`config.mk`:
```
export PLATFORM = sky130hd
export DESIGN_NAME = reg_write_arbiter_flat
export DESIGN_NICKNAME = d
export VERILOG_FILES = /design/src/rtl/reg_write_arbiter_if.sv /design/src/rtl/reg_write_arbiter.sv /design/src/flat_wrapper.sv
export SDC_FILE = /design/constraint.sdc
export NUM_CORES = 1
export LEC_CHECK = 0
export ABC_AREA = 0
export BUFFER_PORTS_ARGS = -buffer_cell sky130_fd_sc_hd__buf_2
export CELL_PAD_IN_SITES_DETAIL_PLACEMENT = 1
export CELL_PAD_IN_SITES_GLOBAL_PLACEMENT = 1
export CORE_ASPECT_RATIO = 0.9
export CORE_MARGIN = 8
export CORE_UTILIZATION = 25
export CTS_CLUSTER_DIAMETER = 100
export DETAILED_ROUTE_END_ITERATION = 10
export GPL_ROUTABILITY_DRIVEN = 0
export PLACE_DENSITY_LB_ADDON = 0.1
export SLEW_MARGIN = 5
export SYNTH_ARGS = -nofsm -noshare
export SYNTH_HDL_FRONTEND = slang
export SYNTH_SLANG_ARGS = --single-unit
```
`constraint.sdc`:
```
create_clock -name clk -period 1.66 [get_ports clk]
set_input_delay 0.166 -clock clk [delete_from_list [all_inputs] [get_ports clk]]
set_output_delay 0.166 -clock clk [all_outputs]
set_load 0.01 [all_outputs]
```
`src/rtl/reg_write_arbiter_if.sv`:
```
// Bundle between the two write requesters, the arbiter and the control register block.
// The requester/register-block side uses master, the arbiter uses slave.
interface reg_write_arbiter_if;
    logic       a_valid;
    logic [2:0] a_adress;
    logic [9:0] a_value;
    logic       a_ready;
    logic       b_valid;
    logic [2:0] b_adress;
    logic [9:0] b_value;
    logic       b_ready;
    logic [2:0] adress;
    logic [9:0] value;
    logic       load;
    logic       noise_rst;
    logic       busy;

    modport master (
        output a_valid, a_adress, a_value,
        input  a_ready,
        output b_valid, b_adress, b_value,
        input  b_ready,
        input  adress, value, load, noise_rst, busy
    );

    modport slave (
        input  a_valid, a_adress, a_value,
        output a_ready,
        input  b_valid, b_adress, b_value,
        output b_ready,
        output adress, value, load, noise_rst, busy
    );
endinterface

```
`src/rtl/reg_write_arbiter.sv`:
```
// Merges register writes from two requesters through per-requester FIFOs, issuing them
// round-robin as one-cycle load strobes spaced at least GAP cycles apart.
module reg_write_arbiter #(
    parameter int DEPTH = 4,
    parameter int GAP   = 6
) (
    input logic              clk,
    input logic              rst_n,
    reg_write_arbiter_if.slave bus
);

    localparam int AW = $clog2(DEPTH);
    localparam int CW = (GAP < 3) ? 1 : $clog2(GAP - 1);
    localparam logic [CW-1:0] GAP_LOAD = CW'((GAP >= 2) ? (GAP - 2) : 0);

    typedef enum logic {
        S_IDLE,
        S_GAP
    } state_t;

    state_t        state_q, next_state;
    logic [CW-1:0] gap_cnt_q, gap_cnt_d;
    logic          last_grant_q, last_grant_d;

    logic [1:0]       push_valid;
    logic [1:0][12:0] push_data;
    logic [1:0][12:0] head;
    logic [1:0]       empty;
    logic [1:0]       full;
    logic [1:0]       ready;
    logic [1:0]       push;
    logic [1:0]       grant;

    logic [2:0]  adress_q, adress_d;
    logic [9:0]  value_q, value_d;
    logic        load_q, load_d;
    logic        noise_rst_q, noise_rst_d;
    logic [12:0] sel_entry;

    always_comb begin
        push_valid = {bus.b_valid, bus.a_valid};
        push_data  = {{bus.b_adress, bus.b_value}, {bus.a_adress, bus.a_value}};
    end

    // Index 0 is requester A, index 1 is requester B; the extra pointer bit separates full from empty.
    for (genvar i = 0; i < 2; i++) begin : g_fifo
        logic [12:0] mem_q [DEPTH];
        logic [AW:0] wr_ptr_q;
        logic [AW:0] rd_ptr_q;

        assign empty[i] = (wr_ptr_q == rd_ptr_q);
        assign full[i]  = (wr_ptr_q[AW] != rd_ptr_q[AW]) &&
                          (wr_ptr_q[AW-1:0] == rd_ptr_q[AW-1:0]);
        assign ready[i] = rst_n && !full[i];
        assign push[i]  = push_valid[i] && ready[i];
        assign head[i]  = mem_q[rd_ptr_q[AW-1:0]];

        always_ff @(posedge clk) begin
            if (!rst_n) begin
                wr_ptr_q <= '0;
                rd_ptr_q <= '0;
            end else begin
                if (push[i]) begin
                    mem_q[wr_ptr_q[AW-1:0]] <= push_data[i];
                    wr_ptr_q                <= wr_ptr_q + 1'b1;
                end
                if (grant[i]) begin
                    rd_ptr_q <= rd_ptr_q + 1'b1;
                end
            end
        end
    end

    always_ff @(posedge clk) begin
        if (!rst_n) begin
            state_q      <= S_IDLE;
            gap_cnt_q    <= '0;
            last_grant_q <= 1'b1;
            adress_q     <= '0;
            value_q      <= '0;
            load_q       <= 1'b0;
            noise_rst_q  <= 1'b0;
        end else begin
            state_q      <= next_state;
            gap_cnt_q    <= gap_cnt_d;
            last_grant_q <= last_grant_d;
            adress_q     <= adress_d;
            value_q      <= value_d;
            load_q       <= load_d;
            noise_rst_q  <= noise_rst_d;
        end
    end

    // last_grant high means B was served last, so A wins the next tie.
    always_comb begin
        next_state   = state_q;
        gap_cnt_d    = gap_cnt_q;
        last_grant_d = last_grant_q;
        grant        = 2'b00;
        case (state_q)
            S_IDLE: begin
                if (!empty[0] && !empty[1]) begin
                    grant = last_grant_q ? 2'b01 : 2'b10;
                end else if (!empty[0]) begin
                    grant = 2'b01;
                end else if (!empty[1]) begin
                    grant = 2'b10;
                end
                if (grant != 2'b00) begin
                    last_grant_d = grant[1];
                    if (GAP > 1) begin
                        next_state = S_GAP;
                        gap_cnt_d  = GAP_LOAD;
                    end
                end
            end
            S_GAP: begin
                if (gap_cnt_q == '0) begin
                    next_state = S_IDLE;
                end else begin
                    gap_cnt_d = gap_cnt_q - 1'b1;
                end
            end
            default: begin
                next_state = S_IDLE;
                gap_cnt_d  = '0;
            end
        endcase
    end

    always_comb begin
        sel_entry   = grant[1] ? head[1] : head[0];
        load_d      = (grant != 2'b00);
        adress_d    = load_d ? sel_entry[12:10] : adress_q;
        value_d     = load_d ? sel_entry[9:0] : value_q;
        noise_rst_d = load_d && (sel_entry[12:10] == 3'd6);
    end

    assign bus.a_ready   = ready[0];
    assign bus.b_ready   = ready[1];
    assign bus.adress    = adress_q;
    assign bus.value     = value_q;
    assign bus.load      = load_q;
    assign bus.noise_rst = noise_rst_q;
    assign bus.busy      = (state_q == S_GAP) || !empty[0] || !empty[1];

endmodule

```
`src/flat_wrapper.sv`:
```
// flat-port wrapper written by rule: the top's interface ports become plain ports
module reg_write_arbiter_flat 
#(
    parameter int DEPTH = 4,
    parameter int GAP   = 6
)
  (clk, rst_n, bus_a_valid, bus_a_adress, bus_a_value, bus_a_ready, bus_b_valid, bus_b_adress, bus_b_value, bus_b_ready, bus_adress, bus_value, bus_load, bus_noise_rst, bus_busy);
  reg_write_arbiter_if bus_i ();
  input logic clk;
  input logic rst_n;
  input wire logic [$bits(bus_i.a_valid)-1:0] bus_a_valid;
  input wire logic [$bits(bus_i.a_adress)-1:0] bus_a_adress;
  input wire logic [$bits(bus_i.a_value)-1:0] bus_a_value;
  output wire logic [$bits(bus_i.a_ready)-1:0] bus_a_ready;
  input wire logic [$bits(bus_i.b_valid)-1:0] bus_b_valid;
  input wire logic [$bits(bus_i.b_adress)-1:0] bus_b_adress;
  input wire logic [$bits(bus_i.b_value)-1:0] bus_b_value;
  output wire logic [$bits(bus_i.b_ready)-1:0] bus_b_ready;
  output wire logic [$bits(bus_i.adress)-1:0] bus_adress;
  output wire logic [$bits(bus_i.value)-1:0] bus_value;
  output wire logic [$bits(bus_i.load)-1:0] bus_load;
  output wire logic [$bits(bus_i.noise_rst)-1:0] bus_noise_rst;
  output wire logic [$bits(bus_i.busy)-1:0] bus_busy;
  assign bus_i.a_valid = bus_a_valid;
  assign bus_i.a_adress = bus_a_adress;
  assign bus_i.a_value = bus_a_value;
  assign bus_a_ready = bus_i.a_ready;
  assign bus_i.b_valid = bus_b_valid;
  assign bus_i.b_adress = bus_b_adress;
  assign bus_i.b_value = bus_b_value;
  assign bus_b_ready = bus_i.b_ready;
  assign bus_adress = bus_i.adress;
  assign bus_value = bus_i.value;
  assign bus_load = bus_i.load;
  assign bus_noise_rst = bus_i.noise_rst;
  assign bus_busy = bus_i.busy;
  reg_write_arbiter #(.DEPTH(DEPTH), .GAP(GAP)) u_core (.clk(clk), .rst_n(rst_n), .bus(bus_i));
endmodule
```
==> impl_metrics.py <==
metrics = {
    "status": {
        "status": "finished, violations left",
        "violations": "setup timing",
    },
    "placed_design": {
        "place.port_buffers": 47,
        "dp_cells": 676,
        "post-dp-hpwl_mm": 8.56,
    },
    "yosys": {
        "async_flop_share": 0,
        "ys_ff_latch": 140,
        "avgSynthCellArea_um2": 17.3,
        "syn_inst": 317,
        "yosysTopAreaCellShare": 0.570,
        "syn-num-nets": 359,
        "synth_xor_area_frac": 0.0251,
        "synth_mux_area_frac": 0.132,
        "synthAdderAreaFrac": 0.0274,
        "synth_area_leaders": "edfxtp_1 (57%), dfxtp_1 (13%), mux4_2 (11%), ha_1 (2.7%), mux2i_1 (2.6%)",
        "seq_area_frac_synth": 0.701,
        "yosysWarnings": 0,
        "synth_cell_types": 38,
        "synth_enable_flop_cells": 104,
        "synth_compound_area_frac": 0.0497,
        "synth_top_cell_by_area": "edfxtp_1",
        "synth_top_family_by_area": "multiplexers",
        "synthSimpleGateAreaFrac": 0.0420,
        "synth_area_um2": 5480,
        "ys.flop_type": "edfxtp_1",
    },
    "worst_setup_path": {
        "critPathArrivalTime_ps": 1680,
        "slowest_delay_ps": 360,
        "cp-start-kind": "flop",
        "path_buf_inv": 2,
        "rr_endpoint": "u_core.bus.noise_rst",
        "crit_required_ps": 1490,
        "end_kind": "output pin",
        "crit_fanout": 2,
        "reg2reg_from": "u_core.g_fifo[1].rd_ptr_q[2]",
        "r2r_cells": 8,
        "r2r_slack_ps": -110,
        "cp_slowest_cell": "dfxtp_4",
        "cp_top_family": "simple AND/OR/NAND/NOR gates",
        "crit_chain": "xnor2_4 -> nand3_2 -> buf_6 -> or3_1 -> buf_2",
        "worstSetupPathType": "flop to output pin",
    },
    "floorplanning": {
        "io_pins": 48,
        "die_area_um2": 26900,
        "core_area_um2": 21600,
        "std_cell_rows": 51,
        "die_h_um": 156,
        "die_w_um": 172,
        "initial_core_util": 0.254,
    },
    "power_and_ir_drop": {
        "seq_power_share": 0.378,
        "vdd_drop_max_mv": 0.552,
        "leakagePower_nw": 2.82,
        "clkPwrFrac": 0.315,
        "p_comb_frac": 0.307,
        "p_sw_frac": 0.304,
        "switchingPower_w": 0.00348,
        "power.internal_w": 0.00796,
        "p_per_area_nw_per_um2": 1450,
    },
    "min_path": {
        "min_path_cells": 3,
        "hp-class": "input port to flop",
        "hold_start": "bus_b_valid",
        "min_to": "u_core.g_fifo[1].wr_ptr_q[1]",
    },
    "detailed_routing": {
        "ant_nets": 0,
        "drc": 0,
        "drt_iter0_drc": 108,
        "vias": 3225,
        "drt-total-wl_mm": 13.9,
        "drt-pass1-iter-count": 4,
        "wl_per_cell_um": 18.3,
        "vias_per_cell": 4.25,
    },
    "grt": {
        "top_usage_layer": "met2",
        "grt_pass1_vias": 3494,
        "grt_start_max_net_pins": 21,
        "grt.met1_usage": 0.127,
        "grt_pass1_wl_mm": 20.0,
        "met2_usage": 0.161,
        "grt-ovfl-total": 0,
        "track_usage": 0.101,
        "grt_use_met3": 0.0310,
        "antenna_found_initial": 0,
    },
    "sta": {
        "skew_ps": 18.2,
        "fin_crit_sh": 1.11,
        "clock.fmax_ghz": 0.542,
        "period_minus_slack_ps": 1840,
        "hold_viol": 0,
        "setup_tns_ps": -1580,
        "setup_violations": 52,
        "worst_pin_slew_ps": 318,
        "setup_slack_ps": -184,
        "drv_slew": 0,
        "rsz0062_at_grt": "true",
        "max-slew-margin-rel": 0.788,
    },
    "layout": {
        "syn_to_final_growth_pct": 43.5,
        "n_antenna_cell": 0,
        "drive_gt1_frac": 0.436,
        "stdcell_count": 759,
        "nNetsFinal": 497,
    },
    "clock_network": {
        "tritoncts": "yes",
        "clk_latency_ps": 420,
        "cts-root-buf": "clkbuf_16",
        "clkSinkCount": 140,
        "h-tree-depth": 4,
        "clock_path_buffers": 2,
        "clk_pin_slew_worst_paths_ps": 70,
        "cts_buffers": 17,
    },
    "run": {
        "drv_cap": 0,
    },
}
[power by group through the flow]
stage | Combinational [W] | Sequential [W] | Clock [W]
after floorplan | 0.00173 | 0.00440 | 0
after global placement | 0.00265 | 0.00437 | 0
after detailed placement | 0.00265 | 0.00438 | 0
after CTS | 0.00290 | 0.00431 | 0.00372
after global routing | 0.00380 | 0.00437 | 0.00386
final | 0.00351 | 0.00433 | 0.00361
[how the worst max path moves through the flow]
stage	from	cells after the start	slack (ps)	endpoint
final	u_core.g_fifo[1].rd_ptr_q[2]	5	-180	bus_busy
after global routing	u_core.g_fifo[0].rd_ptr_q[0]	4	-280	bus_busy
after CTS	u_core.g_fifo[1].rd_ptr_q[2]	5	-200	bus_busy
after global placement	u_core.g_fifo[1].rd_ptr_q[1]	6	-40	u_core.gap_cnt_q[2]
after detailed placement	u_core.g_fifo[1].rd_ptr_q[1]	6	-40	u_core.gap_cnt_q[2]
after floorplan	u_core.g_fifo[1].wr_ptr_q[1]	3	10	u_core.g_fifo[1].mem_q[3][0]
[synthesized netlist by cell type (all sizes together) (9+ instances only)]
| cell | instances |
|---|---|
| nor2 | 15 |
| ha | 12 |
| inv | 13 |
| xnor2 | 11 |
| and3 | 9 |
| a21oi | 18 |
| mux4 | 26 |
| dfxtp | 36 |
| mux2i | 14 |
| edfxtp | 104 |
| o21ai | 16 |
[sequential cells by signal, summed over array words and instances (netlist names), named ones only]
| signal | cells |
|---|---|
| u_core.last_grant_q | 1 |
| u_core.bus.value | 10 |
| u_core.g_fifo.mem_q | 104 |
| u_core.bus.load | 1 |
| u_core.bus.noise_rst | 1 |
| u_core.bus.adress | 3 |
| u_core.g_fifo.rd_ptr_q | 6 |
| u_core.gap_cnt_q | 3 |
| u_core.g_fifo.wr_ptr_q | 6 |
| u_core.state_q | 1 |
[final cells by class]
cell class,count,area (um^2)
clock inverters,15,131
fillers,2221,13700
well taps,291,364
flip-flops and latches,140,3870
multi-input cells,153,1740
inverters,13,48.8
repair buffers,130,1290
clock buffers,17,425
[kinds of logic after synthesis]
logic type	Yosys count
adder cells (fa/ha/maj)	12
XOR/XNOR	14
flip-flops	140
buffers and inverters	24
AND/OR/NAND/NOR	42
multiplexers	40
AO/OA/AOI/OAI	45
[worst reg2reg max path, cell delays in order (launching register included)]
cell and delay [ps]:
dfxtp_4 360, xnor2_4 170, nand3_2 110, buf_4 140, buf_4 120, buf_4 130, nand3_4 140, mux2i_4 290
nor4b_4 210
[layer usage]
layer  wire (um)  up-vias
met5           0        -
met4         103        0
met3         432        9
met2        6560       42
met1        6800     1663
li1            -     1511
[cells in the final DEF, fill, tap and decap left out, types with 7 or more instances in the layout]
master         count
buf_2             45
buf_6              9
mux2i_1           12
edfxtp_1         104
buf_4             28
a21oi_1           16
and3_4             9
nor2_1            15
dfxtp_2            7
inv_1             13
dfxtp_1           25
o21ai_0            9
clkbuf_16         27
dlygate4sd3_1     26
buf_12            12
mux4_2            26
ha_1              12
[what timing repair did]
item | CTS | global route
hold endpoints to repair | 104 | 0
buffers inserted | 10 | 7
cloned | 0 | 10
setup endpoints to repair | 5 | 117
hold buffers | 26 | 0
pin swaps | 7 | 17
resized for setup | 27 | 43
[through the flow]
stage	util	worst slack, ps	hold WS (ps)	power [W]	area [um^2]
2_1_floorplan	-	12.7	265	0.00612	5490
3_3_place_gp	0.296	-40.4	379	0.00702	6380
3_5_place_dp	0.296	-41.8	388	0.00703	6380
4_1_cts	0.342	-203	93.8	0.0109	7380
5_1_grt	0.365	-284	171	0.0120	7870
6_report	0.365	-184	122	0.0114	7870
No activity file was read; power rests on OpenSTA's default activity.
